**config.mk**
```make
export PLATFORM = sky130hd
export DESIGN_NAME = traf_sig_monitor_flat
export DESIGN_NICKNAME = d
export VERILOG_FILES = /design/src/rtl/traf_sig_monitor_if.sv /design/src/rtl/traf_sig_monitor.sv /design/src/flat_wrapper.sv
export SDC_FILE = /design/constraint.sdc
export NUM_CORES = 1
export LEC_CHECK = 0
export CELL_PAD_IN_SITES_DETAIL_PLACEMENT = 0
export CELL_PAD_IN_SITES_GLOBAL_PLACEMENT = 1
export CORE_ASPECT_RATIO = 1.75
export CORE_MARGIN = 3
export CORE_UTILIZATION = 49
export CTS_BUF_LIST = sky130_fd_sc_hd__clkbuf_8
export DETAILED_ROUTE_END_ITERATION = 10
export PLACE_DENSITY = 0.95
export SYNTH_ARGS = -nofsm -noshare
export SYNTH_HDL_FRONTEND = slang
export SYNTH_SLANG_ARGS = --single-unit
```
**constraint.sdc**
```tcl
create_clock -name clock -period 3.8 [get_ports clock]
set_input_delay 0.76 -clock clock [delete_from_list [all_inputs] [get_ports clock]]
set_output_delay 0.76 -clock clock [all_outputs]
set_load 0.01 [all_outputs]
```
**src/rtl/traf_sig_monitor_if.sv**
```systemverilog
// Signal-code inputs and lamp/fault outputs of the traffic signal monitor.
interface traf_sig_monitor_if;
  logic [1:0] main_sig;
  logic [1:0] cntry_sig;
  logic       fault_ack;
  logic [2:0] main_lamp;
  logic [2:0] cntry_lamp;
  logic       fault;
  logic [2:0] fault_code;

  // The controller side drives codes and acknowledge, and watches the lamps.
  modport master (
    output main_sig, cntry_sig, fault_ack,
    input  main_lamp, cntry_lamp, fault, fault_code
  );

  // The monitor side consumes codes and drives the lamps.
  modport slave (
    input  main_sig, cntry_sig, fault_ack,
    output main_lamp, cntry_lamp, fault, fault_code
  );
endinterface

```
**src/rtl/traf_sig_monitor.sv**
```systemverilog
// Traffic signal monitor: decodes controller codes into one-hot lamp drives,
// checks the signal sequence for safety violations, and forces flashing red
// on both roads after the first violation until it is acknowledged.
module traf_sig_monitor #(
  parameter int MIN_Y_CYC  = 3,
  parameter int MIN_R_CYC  = 2,
  parameter int FLASH_HALF = 4
) (
  input  logic              clock,
  input  logic              clear,
  traf_sig_monitor_if.slave bus
);

  localparam int YW = $clog2(MIN_Y_CYC + 1);
  localparam int RW = $clog2(MIN_R_CYC + 1);
  localparam int FW = $clog2(FLASH_HALF + 1);
  localparam logic [YW-1:0] Y_MAX  = YW'(MIN_Y_CYC);
  localparam logic [RW-1:0] R_MAX  = RW'(MIN_R_CYC);
  localparam logic [FW-1:0] F_LAST = FW'(FLASH_HALF - 1);

  localparam logic [1:0] RED = 2'd0;
  localparam logic [1:0] YEL = 2'd1;
  localparam logic [1:0] GRN = 2'd2;
  localparam logic [1:0] ILL = 2'd3;

  typedef enum logic {MONITOR = 1'b0, FAULT = 1'b1} state_e;

  state_e          state_q, state_d;
  logic [1:0]      sm_q, sc_q, pm_q, pc_q;
  logic [YW-1:0]   yelMain_q, yelMain_d, yelCntry_q, yelCntry_d;
  logic [RW-1:0]   allRed_q, allRed_d;
  logic            flash_q, flash_d;
  logic [FW-1:0]   flashCnt_q, flashCnt_d;
  logic [2:0]      mainLamp_q, mainLamp_d, cntryLamp_q, cntryLamp_d;
  logic [2:0]      faultCode_q, faultCode_d;
  logic [2:0]      vioCode;
  logic            exitFault;

  function automatic logic [2:0] lampDecode(input logic [1:0] code);
    case (code)
      YEL:     lampDecode = 3'b010;
      GRN:     lampDecode = 3'b001;
      default: lampDecode = 3'b100;
    endcase
  endfunction

  function automatic logic badTrans(input logic [1:0] prev, input logic [1:0] cur);
    badTrans = (prev == GRN && cur == RED) ||
               (prev == RED && cur == YEL) ||
               (prev == YEL && cur == GRN);
  endfunction

  // Leaving FAULT needs an acknowledge while both roads already show red.
  assign exitFault = (state_q == FAULT) && bus.fault_ack && (sm_q == RED) && (sc_q == RED);

  // Evaluate all checks; later assignments win so the lowest code has priority.
  always_comb begin
    vioCode = 3'd0;
    if (((pm_q == RED && sm_q == GRN) || (pc_q == RED && sc_q == GRN)) && (allRed_q < R_MAX))
      vioCode = 3'd5;
    if ((pm_q == YEL && sm_q == RED && yelMain_q < Y_MAX) ||
        (pc_q == YEL && sc_q == RED && yelCntry_q < Y_MAX))
      vioCode = 3'd4;
    if (badTrans(pm_q, sm_q) || badTrans(pc_q, sc_q))
      vioCode = 3'd3;
    if (sm_q != RED && sc_q != RED)
      vioCode = 3'd2;
    if (sm_q == ILL || sc_q == ILL)
      vioCode = 3'd1;
  end

  // Saturating yellow and all-red counters, zeroed when a fault is cleared.
  always_comb begin
    yelMain_d  = '0;
    yelCntry_d = '0;
    allRed_d   = '0;
    if (!exitFault) begin
      if (sm_q == YEL)
        yelMain_d = (yelMain_q == Y_MAX) ? yelMain_q : yelMain_q + YW'(1);
      if (sc_q == YEL)
        yelCntry_d = (yelCntry_q == Y_MAX) ? yelCntry_q : yelCntry_q + YW'(1);
      if (sm_q == RED && sc_q == RED)
        allRed_d = (allRed_q == R_MAX) ? allRed_q : allRed_q + RW'(1);
    end
  end

  // FSM state register.
  always_ff @(posedge clock or negedge clear) begin
    if (!clear) state_q <= MONITOR;
    else        state_q <= state_d;
  end

  // FSM next state: any violation traps into FAULT, acknowledge releases it.
  always_comb begin
    state_d = state_q;
    case (state_q)
      MONITOR: if (vioCode != 3'd0) state_d = FAULT;
      FAULT:   if (exitFault)       state_d = MONITOR;
      default: state_d = MONITOR;
    endcase
  end

  // FSM outputs: decoded lamps normally, latched code and red flash in FAULT.
  always_comb begin
    mainLamp_d  = lampDecode(sm_q);
    cntryLamp_d = lampDecode(sc_q);
    faultCode_d = 3'd0;
    flash_d     = flash_q;
    flashCnt_d  = flashCnt_q;
    if (state_d == FAULT) begin
      if (state_q == MONITOR) begin
        faultCode_d = vioCode;
        flash_d     = 1'b1;
        flashCnt_d  = '0;
      end else begin
        faultCode_d = faultCode_q;
        if (flashCnt_q == F_LAST) begin
          flash_d    = ~flash_q;
          flashCnt_d = '0;
        end else begin
          flashCnt_d = flashCnt_q + FW'(1);
        end
      end
      mainLamp_d  = {flash_d, 2'b00};
      cntryLamp_d = {flash_d, 2'b00};
    end
  end

  // Sample pipeline, counters and registered outputs.
  always_ff @(posedge clock or negedge clear) begin
    if (!clear) begin
      sm_q        <= RED;
      sc_q        <= RED;
      pm_q        <= RED;
      pc_q        <= RED;
      yelMain_q   <= '0;
      yelCntry_q  <= '0;
      allRed_q    <= R_MAX;
      flash_q     <= 1'b0;
      flashCnt_q  <= '0;
      mainLamp_q  <= 3'b100;
      cntryLamp_q <= 3'b100;
      faultCode_q <= 3'd0;
    end else begin
      sm_q        <= bus.main_sig;
      sc_q        <= bus.cntry_sig;
      pm_q        <= sm_q;
      pc_q        <= sc_q;
      yelMain_q   <= yelMain_d;
      yelCntry_q  <= yelCntry_d;
      allRed_q    <= allRed_d;
      flash_q     <= flash_d;
      flashCnt_q  <= flashCnt_d;
      mainLamp_q  <= mainLamp_d;
      cntryLamp_q <= cntryLamp_d;
      faultCode_q <= faultCode_d;
    end
  end

  assign bus.main_lamp  = mainLamp_q;
  assign bus.cntry_lamp = cntryLamp_q;
  assign bus.fault      = (state_q == FAULT);
  assign bus.fault_code = faultCode_q;

endmodule

```
**src/flat_wrapper.sv**
```systemverilog
// flat-port wrapper written by rule: the top's interface ports become plain ports
module traf_sig_monitor_flat 
#(
  parameter int MIN_Y_CYC  = 3,
  parameter int MIN_R_CYC  = 2,
  parameter int FLASH_HALF = 4
)
  (clock, clear, bus_main_sig, bus_cntry_sig, bus_fault_ack, bus_main_lamp, bus_cntry_lamp, bus_fault, bus_fault_code);
  traf_sig_monitor_if bus_i ();
  input  logic clock;
  input  logic clear;
  input wire logic [$bits(bus_i.main_sig)-1:0] bus_main_sig;
  input wire logic [$bits(bus_i.cntry_sig)-1:0] bus_cntry_sig;
  input wire logic [$bits(bus_i.fault_ack)-1:0] bus_fault_ack;
  output wire logic [$bits(bus_i.main_lamp)-1:0] bus_main_lamp;
  output wire logic [$bits(bus_i.cntry_lamp)-1:0] bus_cntry_lamp;
  output wire logic [$bits(bus_i.fault)-1:0] bus_fault;
  output wire logic [$bits(bus_i.fault_code)-1:0] bus_fault_code;
  assign bus_i.main_sig = bus_main_sig;
  assign bus_i.cntry_sig = bus_cntry_sig;
  assign bus_i.fault_ack = bus_fault_ack;
  assign bus_main_lamp = bus_i.main_lamp;
  assign bus_cntry_lamp = bus_i.cntry_lamp;
  assign bus_fault = bus_i.fault;
  assign bus_fault_code = bus_i.fault_code;
  traf_sig_monitor #(.MIN_Y_CYC(MIN_Y_CYC), .MIN_R_CYC(MIN_R_CYC), .FLASH_HALF(FLASH_HALF)) u_core (.clock(clock), .clear(clear), .bus(bus_i));
endmodule
```
# Yosys cells after proc, flatten, opt, wreduce, memory -nomap -nowiden
# Cells that the tools add are included.
totals:
  mem_bits_rw: 0
  elab_cells: 100
  latchBits: 0
  rom_bits: 0
  regBits: 28
  output_inout_bits: 10
  in_bits: 7
  memories: 0
op_classes:
  n_mux: 27
  bitwise: 2
  shift: 0
  mul: 0
  eq_ne: 18
  add_sub_neg: 4
  magnitude_cmp: 3
  reduce_logical: 33
  n_div: 0
ops:
  columns: ["cell", "count"]
  rows:
  - ["3-bit two-way mux", 11]
  - ["2-bit equality test (second input constant)", 9]
  - ["1-bit logical AND", 18]
  - ["2-bit two-way mux", 9]
  - ["3-bit case mux with 2 select lines", 2]
  - ["3-bit by 2-bit inequality test with 1-bit output (second input constant)", 3]
  - ["2-bit by 1-bit equality test with 1-bit output (second input constant)", 4]
  - ["2-bit zero test", 4]
  - ["1-bit logical OR", 8]
  - ["2-bit by 1-bit adder with 2-bit output (second input constant)", 3]
  - ["2-bit < comparator (second input constant)", 3]
  - ["1-bit two-way mux", 4]
  - ["2-bit nonzero test", 2]
  - ["3-bit by 1-bit adder with 3-bit output (second input constant)", 1]
  - ["3-bit by 2-bit equality test with 1-bit output (second input constant)", 1]
  - ["3-bit nonzero test", 1]
  - ["2-bit inequality test (second input constant)", 1]
  - ["1-bit inverter", 2]
  - ["1-bit case mux with 2 select lines", 1]

# Depth between registers and ports, before layout
# Gate-level depths: netlist of the first run.
logic_depth:
  word_depth: 13
  mapped_depth: 7
  depth_no_buf: 6

# Worst setup path after synthesis of the first run
# Ideal clock, no wire load.
synth_timing:
  kind: "register to register"
  start: "register u_core.sc_q[0]"
  end: "register u_core.flash_q"
  arrival_time_ns: 1.516
  n_path_buf: 1
  path_stages_with_launch: 8
  required_ns: 3.667
  path_slack_ns: 2.151
  period_less_slack_ns: 1.649
  cell_sequence: "dfrtp_1 -> inv_1 -> ha_1 -> mux2i_1 -> o211ai_2 -> nor4b_4 -> buf_6 -> a32oi_1"
synth_via:
  elab_chain_len: 12
  elab_cells_between_ends: 29
  cone_classes: "eq/ne (3); mux (8); reduce/logical (18)"
synth_rtl:
  columns: ["item", "line_no", "text"]
  rows:
  - ["start: declaration", "traf_sig_monitor.sv:29", "logic [1:0] sm_q, sc_q, pm_q, pc_q;"]
  - ["start signal: assignment", "traf_sig_monitor.sv:146", "sc_q <= bus.cntry_sig;"]
  - ["2-bit equality test", "traf_sig_monitor.sv:50, traf_sig_monitor.sv:59", null]
  - ["1-bit logical AND", "traf_sig_monitor.sv:59", "if (((pm_q == RED && sm_q == GRN) || (pc_q == RED && sc_q == GRN)) && (allRed_q < R_MAX))"]
  - ["1-bit logical OR", "traf_sig_monitor.sv:59", null]
  - ["1-bit logical AND", "traf_sig_monitor.sv:59", null]
  - ["3-bit two-way mux", "traf_sig_monitor.sv:59", null]
  - ["3-bit two-way mux", "traf_sig_monitor.sv:61", "if ((pm_q == YEL && sm_q == RED && yelMain_q < Y_MAX) ||"]
  - ["3-bit two-way mux", "traf_sig_monitor.sv:64", "if (badTrans(pm_q, sm_q) || badTrans(pc_q, sc_q))"]
  - ["3-bit two-way mux", "traf_sig_monitor.sv:66", "if (sm_q != RED && sc_q != RED)"]
  - ["3-bit two-way mux", "traf_sig_monitor.sv:68", "if (sm_q == ILL || sc_q == ILL)"]
  - ["3-bit nonzero test", "traf_sig_monitor.sv:97", "MONITOR: if (vioCode != 3'd0) state_d = FAULT;"]
  - ["1-bit two-way mux", "traf_sig_monitor.sv:97", null]
  - ["1-bit case mux with 2 select lines *", "traf_sig_monitor.sv:96", "case (state_q)"]
  - ["end signal: assignment", "traf_sig_monitor.sv:152", "flash_q <= flash_d;"]
  - ["end: declaration", "traf_sig_monitor.sv:32", "logic flash_q, flash_d;"]
# Mark *: on every way between the ends. The rest lies on a longest branch, timed or not.
# A chain may end at the register's enable or synchronous reset.

# Worst setup path after layout of the first run
layout_timing:
  start: "register u_core.state_q (netlist: u_core.bus.fault)"
  end: "output port bus_fault"
layout_lines:
  columns: ["item", "line_no", "text"]
  rows:
  - ["start: declaration", "traf_sig_monitor.sv:28", "state_e state_q, state_d;"]
  - ["start signal: assignment", "traf_sig_monitor.sv:90", "else state_q <= state_d;"]
  - ["end: declaration", "flat_wrapper.sv:17", "output wire logic [$bits(bus_i.fault)-1:0] bus_fault;"]
# No word-level cell between the ends.

==> flow_summary.yaml, run 1 <==
worst_setup_path:
  start_kind: "flip-flop"
  critPathCapture: "bus_fault"
  path_delay_family: "buffers and inverters"
  cp.required_ns: 3.04
  cp_cell_sequence: "clkdlybuf4s50_1"
  regToRegEndpoint: "u_core.flash_q"
  crit_arrival_ns: 1.45
  cpMaxStageDelayCell: "clkdlybuf4s50_1"
  critical_path_depth: 1
  cp-end-kind: "output pin"
  slowest_delay_ns: 0.61
  path_class: "flip-flop to output pin"
  reg2reg_from: "u_core.sc_q[0]"
  path_buf_inv: 1
  cp-startpoint: "u_core.bus.fault"
  r2r_cells: 6
  crit_path_max_fanout: 12
  r2r_slack_ns: 1.71
clocking:
  clkLatencyLatePin_ns: 0.26
  cts.sinks: 28
  post_cts_buffers: 0
  cts_tree: "built"
  post_cts_resize_count: 0
  cts.path.max_buffers: 2
  cts_hold_buf: 0
  numCtsBuffers: 3
  root_buffer: "clkbuf_8"
  htreeDepth: 1
  cts.clk_slew.worst_paths_ns: 0.09
timing:
  slew_viol_final: 0
  period_share_pct: 58.1
  worst_pin_slew_ns: 1.14
  slew_headroom_pct: 23.9
  skew_ns: 0.00289
  fin_ws_ns: 1.59
  finalHoldViolations: 0
  finalSetupViolations: 0
  tns_ns: 0
  fmax_mhz: 453
  hold_ws_ns: 0.453
  rsz0062_at_grt: "false"
  finalCriticalPeriod_ns: 2.21
grt:
  grt_max_degree: 28
  grt_pass1_vias: 997
  grt_pass1_wl_um: 4490
  grt.overflow.total: 0
  gr-usage-all-layers_pct: 16.9
  grt_antenna_before_repair: 0
synthesis:
  synthDistinctLibCells: 36
  synth_area_um2: 1420
  syn_area_per_cell_um2: 11.4
  ys_ff_latch: 28
  syn_inst: 125
  synth_fp_nets: 144
  synthArstFlopShare_pct: 100
  ys_warn_count: 0
  seq_area_frac_synth_pct: 49.5
  synth_edf_count: 0
  ys_dominant_reg_cell: "dfrtp_1"
detailed_routing:
  vias_per_cell: 5.77
  firstDrtPassIters: 4
  vias: 981
  drc_errors: 0
  drt_first_iter_violations: 35
  ant_nets: 0
  totalWireLength_um: 2570
  wire_per_inst_um: 15.1
placed_design:
  dpl.hpwl_um: 1950
  gp_congestion: 0.808
  post-place-ws_ns: 1.57
  place_area_um2: 1600
  port_buffers: 16
status:
  outcome: "completed"
final_layout:
  final_nets: 163
  mostFrequentLayoutCell: "dfrtp_1"
  design_area_um2: 1650
  final_cell_mix: "dfrtp_1 (25), clkdlybuf4s50_1 (16), nor2_1 (12), ha_1 (12)"
  area_delta_synth_final_pct: 15.8
  drive_gt1_share_pct: 9.79
  diodes: 0
power:
  max-vdd-ir-drop_mv: 0.264
  p_leak_nw: 0.786
  p_per_area_nw_per_um2: 450
die:
  start_util_pct: 51.7
  io_pins: 17
  placementRows: 25
  die_w_um: 46.7
  die_h_um: 77.3
  dieArea_um2: 3610
  coreArea_um2: 2750
run:
  maxCapViolCount: 0
min_path:
  whs_path_depth: 0
  min_path_type: "flip-flop to flip-flop"
[logic make-up after synthesis]
| logic type | Yosys count | synth area share [%] |
|---|---|---|
| AOI/OAI and AO/OA | 21 | 12.0 |
| buffers and inverters | 10 | 3.34 |
| adders and majority gates | 12 | 10.6 |
| xor gates and xnor gates | 5 | 3.08 |
| DFF | 28 | 49.5 |
| muxes | 4 | 2.81 |
| and+or+nand+nor | 45 | 18.6 |
[power by group]
part | total [mW] | switching (mW) | internal (mW)
logic | 0.213 | 0.0973 | 0.116
clock network | 0.155 | 0.0829 | 0.0722
registers | 0.374 | 0.0261 | 0.348
[sequential cells by signal, indices dropped and copies added (netlist names)]
signal / flops
u_core.pm_q: 2
u_core.pc_q: 2
u_core.yelCntry_q: 2
u_core.yelMain_q: 2
u_core.sm_q: 2
u_core.flash_q: 1
u_core.bus.fault: 1
u_core.bus.main_lamp: 3
u_core.sc_q: 2
u_core.flashCnt_q: 3
u_core.bus.cntry_lamp: 3
u_core.bus.fault_code: 3
u_core.allRed_q: 2
[Yosys cell counts (2+ instances only)]
cell,count,area share (%)
ha_1,12,11
dfstp_2,3,5.5
inv_1,7,1.8
a22o_1,5,3.1
a21oi_1,2,0.70
nand3b_1,2,1.1
mux2i_1,4,2.8
a31o_2,2,1.2
xor2_1,3,1.8
nand3_1,4,1.4
and3_1,7,3.1
nand2_1,8,2.1
xnor2_1,2,1.2
nand2b_1,2,0.88
buf_2,2,0.70
o21ai_0,3,1.1
dfrtp_1,25,44
and4bb_2,2,1.8
nor4b_1,2,1.2
nor2_1,12,3.2
[per-layer routing]
metal	share of wire, %	up-vias	global-route usage [%]	wire length (um)
li1	-	482	-	-
met1	40	472	20.4	1020
met2	54	19	27.2	1380
met3	2.3	8	2.58	60
met4	4.2	0	9.42	107
met5	0	-	0	0
[per-stage QoR]
stage               power (mW)  instances  utilization (%)
global placement         0.583        166             58.2
global route             0.795        170             59.9
floorplan                0.516        125                -
detailed placement       0.592        166             58.2
finish                   0.742        170             59.9
CTS                      0.749        170             59.9
[worst min path at each step]
stage / from / to
final: u_core.sc_q[1] / u_core.pc_q[1]
after global routing: u_core.sc_q[1] / u_core.pc_q[1]
after CTS: u_core.sc_q[0] / u_core.pc_q[0]
after detailed placement: u_core.sc_q[0] / u_core.pc_q[0]
after global placement: u_core.sc_q[1] / u_core.pc_q[1]
after floorplan: u_core.sc_q[1] / u_core.pc_q[1]
[final cells by class]
| type | instances | area, um^2 |
|---|---|---|
| clock buffers | 3 | 41.3 |
| clock inverters | 1 | 3.75 |
| fillers | 237 | 1100 |
| inverters | 7 | 26.3 |
| multi-input cells | 87 | 671 |
| flip-flops and latches | 28 | 704 |
| well taps | 27 | 33.8 |
| repair buffers | 17 | 168 |
(Power assumes the default switching activity.)
==> inputs of run 2 (changes only) <==
Settings changed: CORE_UTILIZATION 49 to 45, PLACE_DENSITY 0.95 to 0.9.
Clock period 3.8 ns to 2.2 ns, I/O delays scaled along.
==> run 2 against run 1 <==
- sequential share of layout area is 0.86 points lower
- sequential power increased by 73%
- largest power group unchanged
- critical endpoint is now u_core.flashCnt_q[1]
- power rose by 75%
- non-clock buffer count grew 2
- critical path type is now flip-flop to flip-flop
- design area up 2.0%
==> flow_summary.yaml, run 2 (synthesis results as in run 1) <==
status:
  outcome: "completed"
final_layout:
  design_area_um2: 1680
  mostFrequentLayoutCell: "dfrtp_1"
  final_nets: 165
  fin_cells: 187
  nFillCells: 272
  area_delta_synth_final_pct: 18.2
  diodes: 0
  drive_gt1_share_pct: 11.0
  final_cell_mix: "dfrtp_1 (25), clkdlybuf4s50_1 (16), nor2_1 (12), ha_1 (12)"
die:
  coreArea_um2: 2960
  die_w_um: 48.5
  start_util_pct: 48.1
  dieArea_um2: 3900
  die_h_um: 80.4
  placementRows: 26
  io_pins: 17
clocking:
  numCtsBuffers: 3
  root_buffer: "clkbuf_8"
  post_cts_resize_count: 0
  cts.clk_slew.worst_paths_ns: 0.09
  cts.path.max_buffers: 2
  htreeDepth: 1
  cts_hold_buf: 0
  post_cts_buffers: 0
  clkLatencyLatePin_ns: 0.27
  cts_tree: "built"
  cts.sinks: 28
timing:
  tns_ns: 0
  period_share_pct: 89.0
  worst_pin_slew_ns: 0.424
  skew_ns: 0.00862
  hold_ws_ns: 0.444
  slew_viol_final: 0
  rsz0062_at_grt: "false"
  finalCriticalPeriod_ns: 1.96
  slew_headroom_pct: 71.6
  finalSetupViolations: 0
  finalHoldViolations: 0
  fmax_mhz: 511
detailed_routing:
  vias: 1029
  vias_per_cell: 5.50
  totalWireLength_um: 2700
  ant_nets: 0
  wire_per_inst_um: 14.4
  drc_errors: 0
  drt_first_iter_violations: 25
  firstDrtPassIters: 4
grt:
  grt_pass1_vias: 1099
  grt.overflow.total: 0
  grt_max_degree: 29
  grt_pass1_wl_um: 4810
  grt_antenna_before_repair: 0
  gr-usage-all-layers_pct: 15.8
power:
  p_per_area_nw_per_um2: 770
  power.switching_uw: 368
  p_seq_share_pct: 49.9
  p_clk_share_pct: 20.9
  p_comb_share_pct: 29.2
  p_int_uw: 928
  p_sw_share_pct: 28.4
  max-vdd-ir-drop_mv: 0.594
  p_leak_nw: 0.795
worst_setup_path:
  start_kind: "flip-flop"
  crit_arrival_ns: 2.12
  crit_path_max_fanout: 8
  r2r_slack_ns: 0.24
  cp.required_ns: 2.36
  path_class: "flip-flop to flip-flop"
  cp-end-kind: "flip-flop"
min_path:
  min_path_type: "flip-flop to flip-flop"
placed_design:
  placed_cells: 183
  dpl.hpwl_um: 2060
  place_area_um2: 1640
  gp_congestion: 0.828
  port_buffers: 16
run:
  maxCapViolCount: 0
## run 2: changes by cell type in the layout (fill, tap and decap cells not counted)
cell / previous run / this run
buf_4: 1 / 3
## run 2: final timing paths
kind / start / end / depth (start not counted)
worst max-delay path: u_core.sc_q[0] / u_core.flashCnt_q[1] / 6
worst min-delay path: u_core.sc_q[1] / u_core.pc_q[1] / 0
worst max register to register: u_core.sc_q[0] / u_core.flashCnt_q[1] / 6
worst min register to register: u_core.sc_q[1] / u_core.pc_q[1] / 0
max in group asynchronous: clear / u_core.bus.main_lamp[2] / 2
min in group asynchronous: clear / u_core.sc_q[1] / 2
## run 2: per-layer routing
metal | share of wire (%) | GRT usage (%) | vias to the layer above
li1 | - | - | 487
met1 | 39 | 17.0 | 519
met2 | 55 | 30.1 | 17
met3 | 2.4 | 2.04 | 6
met4 | 2.9 | 7.12 | 0
met5 | 0 | 0 | -
## run 2: critical path, stage by stage, from the launching register on
cell and delay (ns):
dfrtp_1 0.42, inv_1 0.09, ha_1 0.24, nor4b_1 0.38
nor2_1 0.20, and2_1 0.25, a31o_2 0.26
## run 2: area by class of cell
class	instances	area, um^2	share of cell area (%)
Multi-Input combinational cell	87	671	39.9
Clock inverter	1	3.75	0.223
Timing Repair Buffer	19	183	10.9
Clock buffer	3	41.3	2.46
Inverter	7	26.3	1.56
Tap cell	42	52.6	3.13
Sequential cell	28	704	41.9
## run 2: through the flow
step	worst slack (ns)	total power, mW	utilization [%]
final	0.242	1.30	56.8
after global routing	0.0844	1.39	56.8
after CTS	0.268	1.31	56.8
after detailed placement	0.293	1.03	55.3
after global placement	0.356	1.01	55.3
after floorplan	0.551	0.892	-
## run 2: power by group through the flow
stage / sequential, mW / clock (mW) / combinational, mW
2_1_floorplan: 0.664 / 0 / 0.228
6_report: 0.647 / 0.270 / 0.378
3_5_place_dp: 0.657 / 0 / 0.378
5_1_grt: 0.659 / 0.303 / 0.425
4_1_cts: 0.647 / 0.278 / 0.381
3_3_place_gp: 0.652 / 0 / 0.360
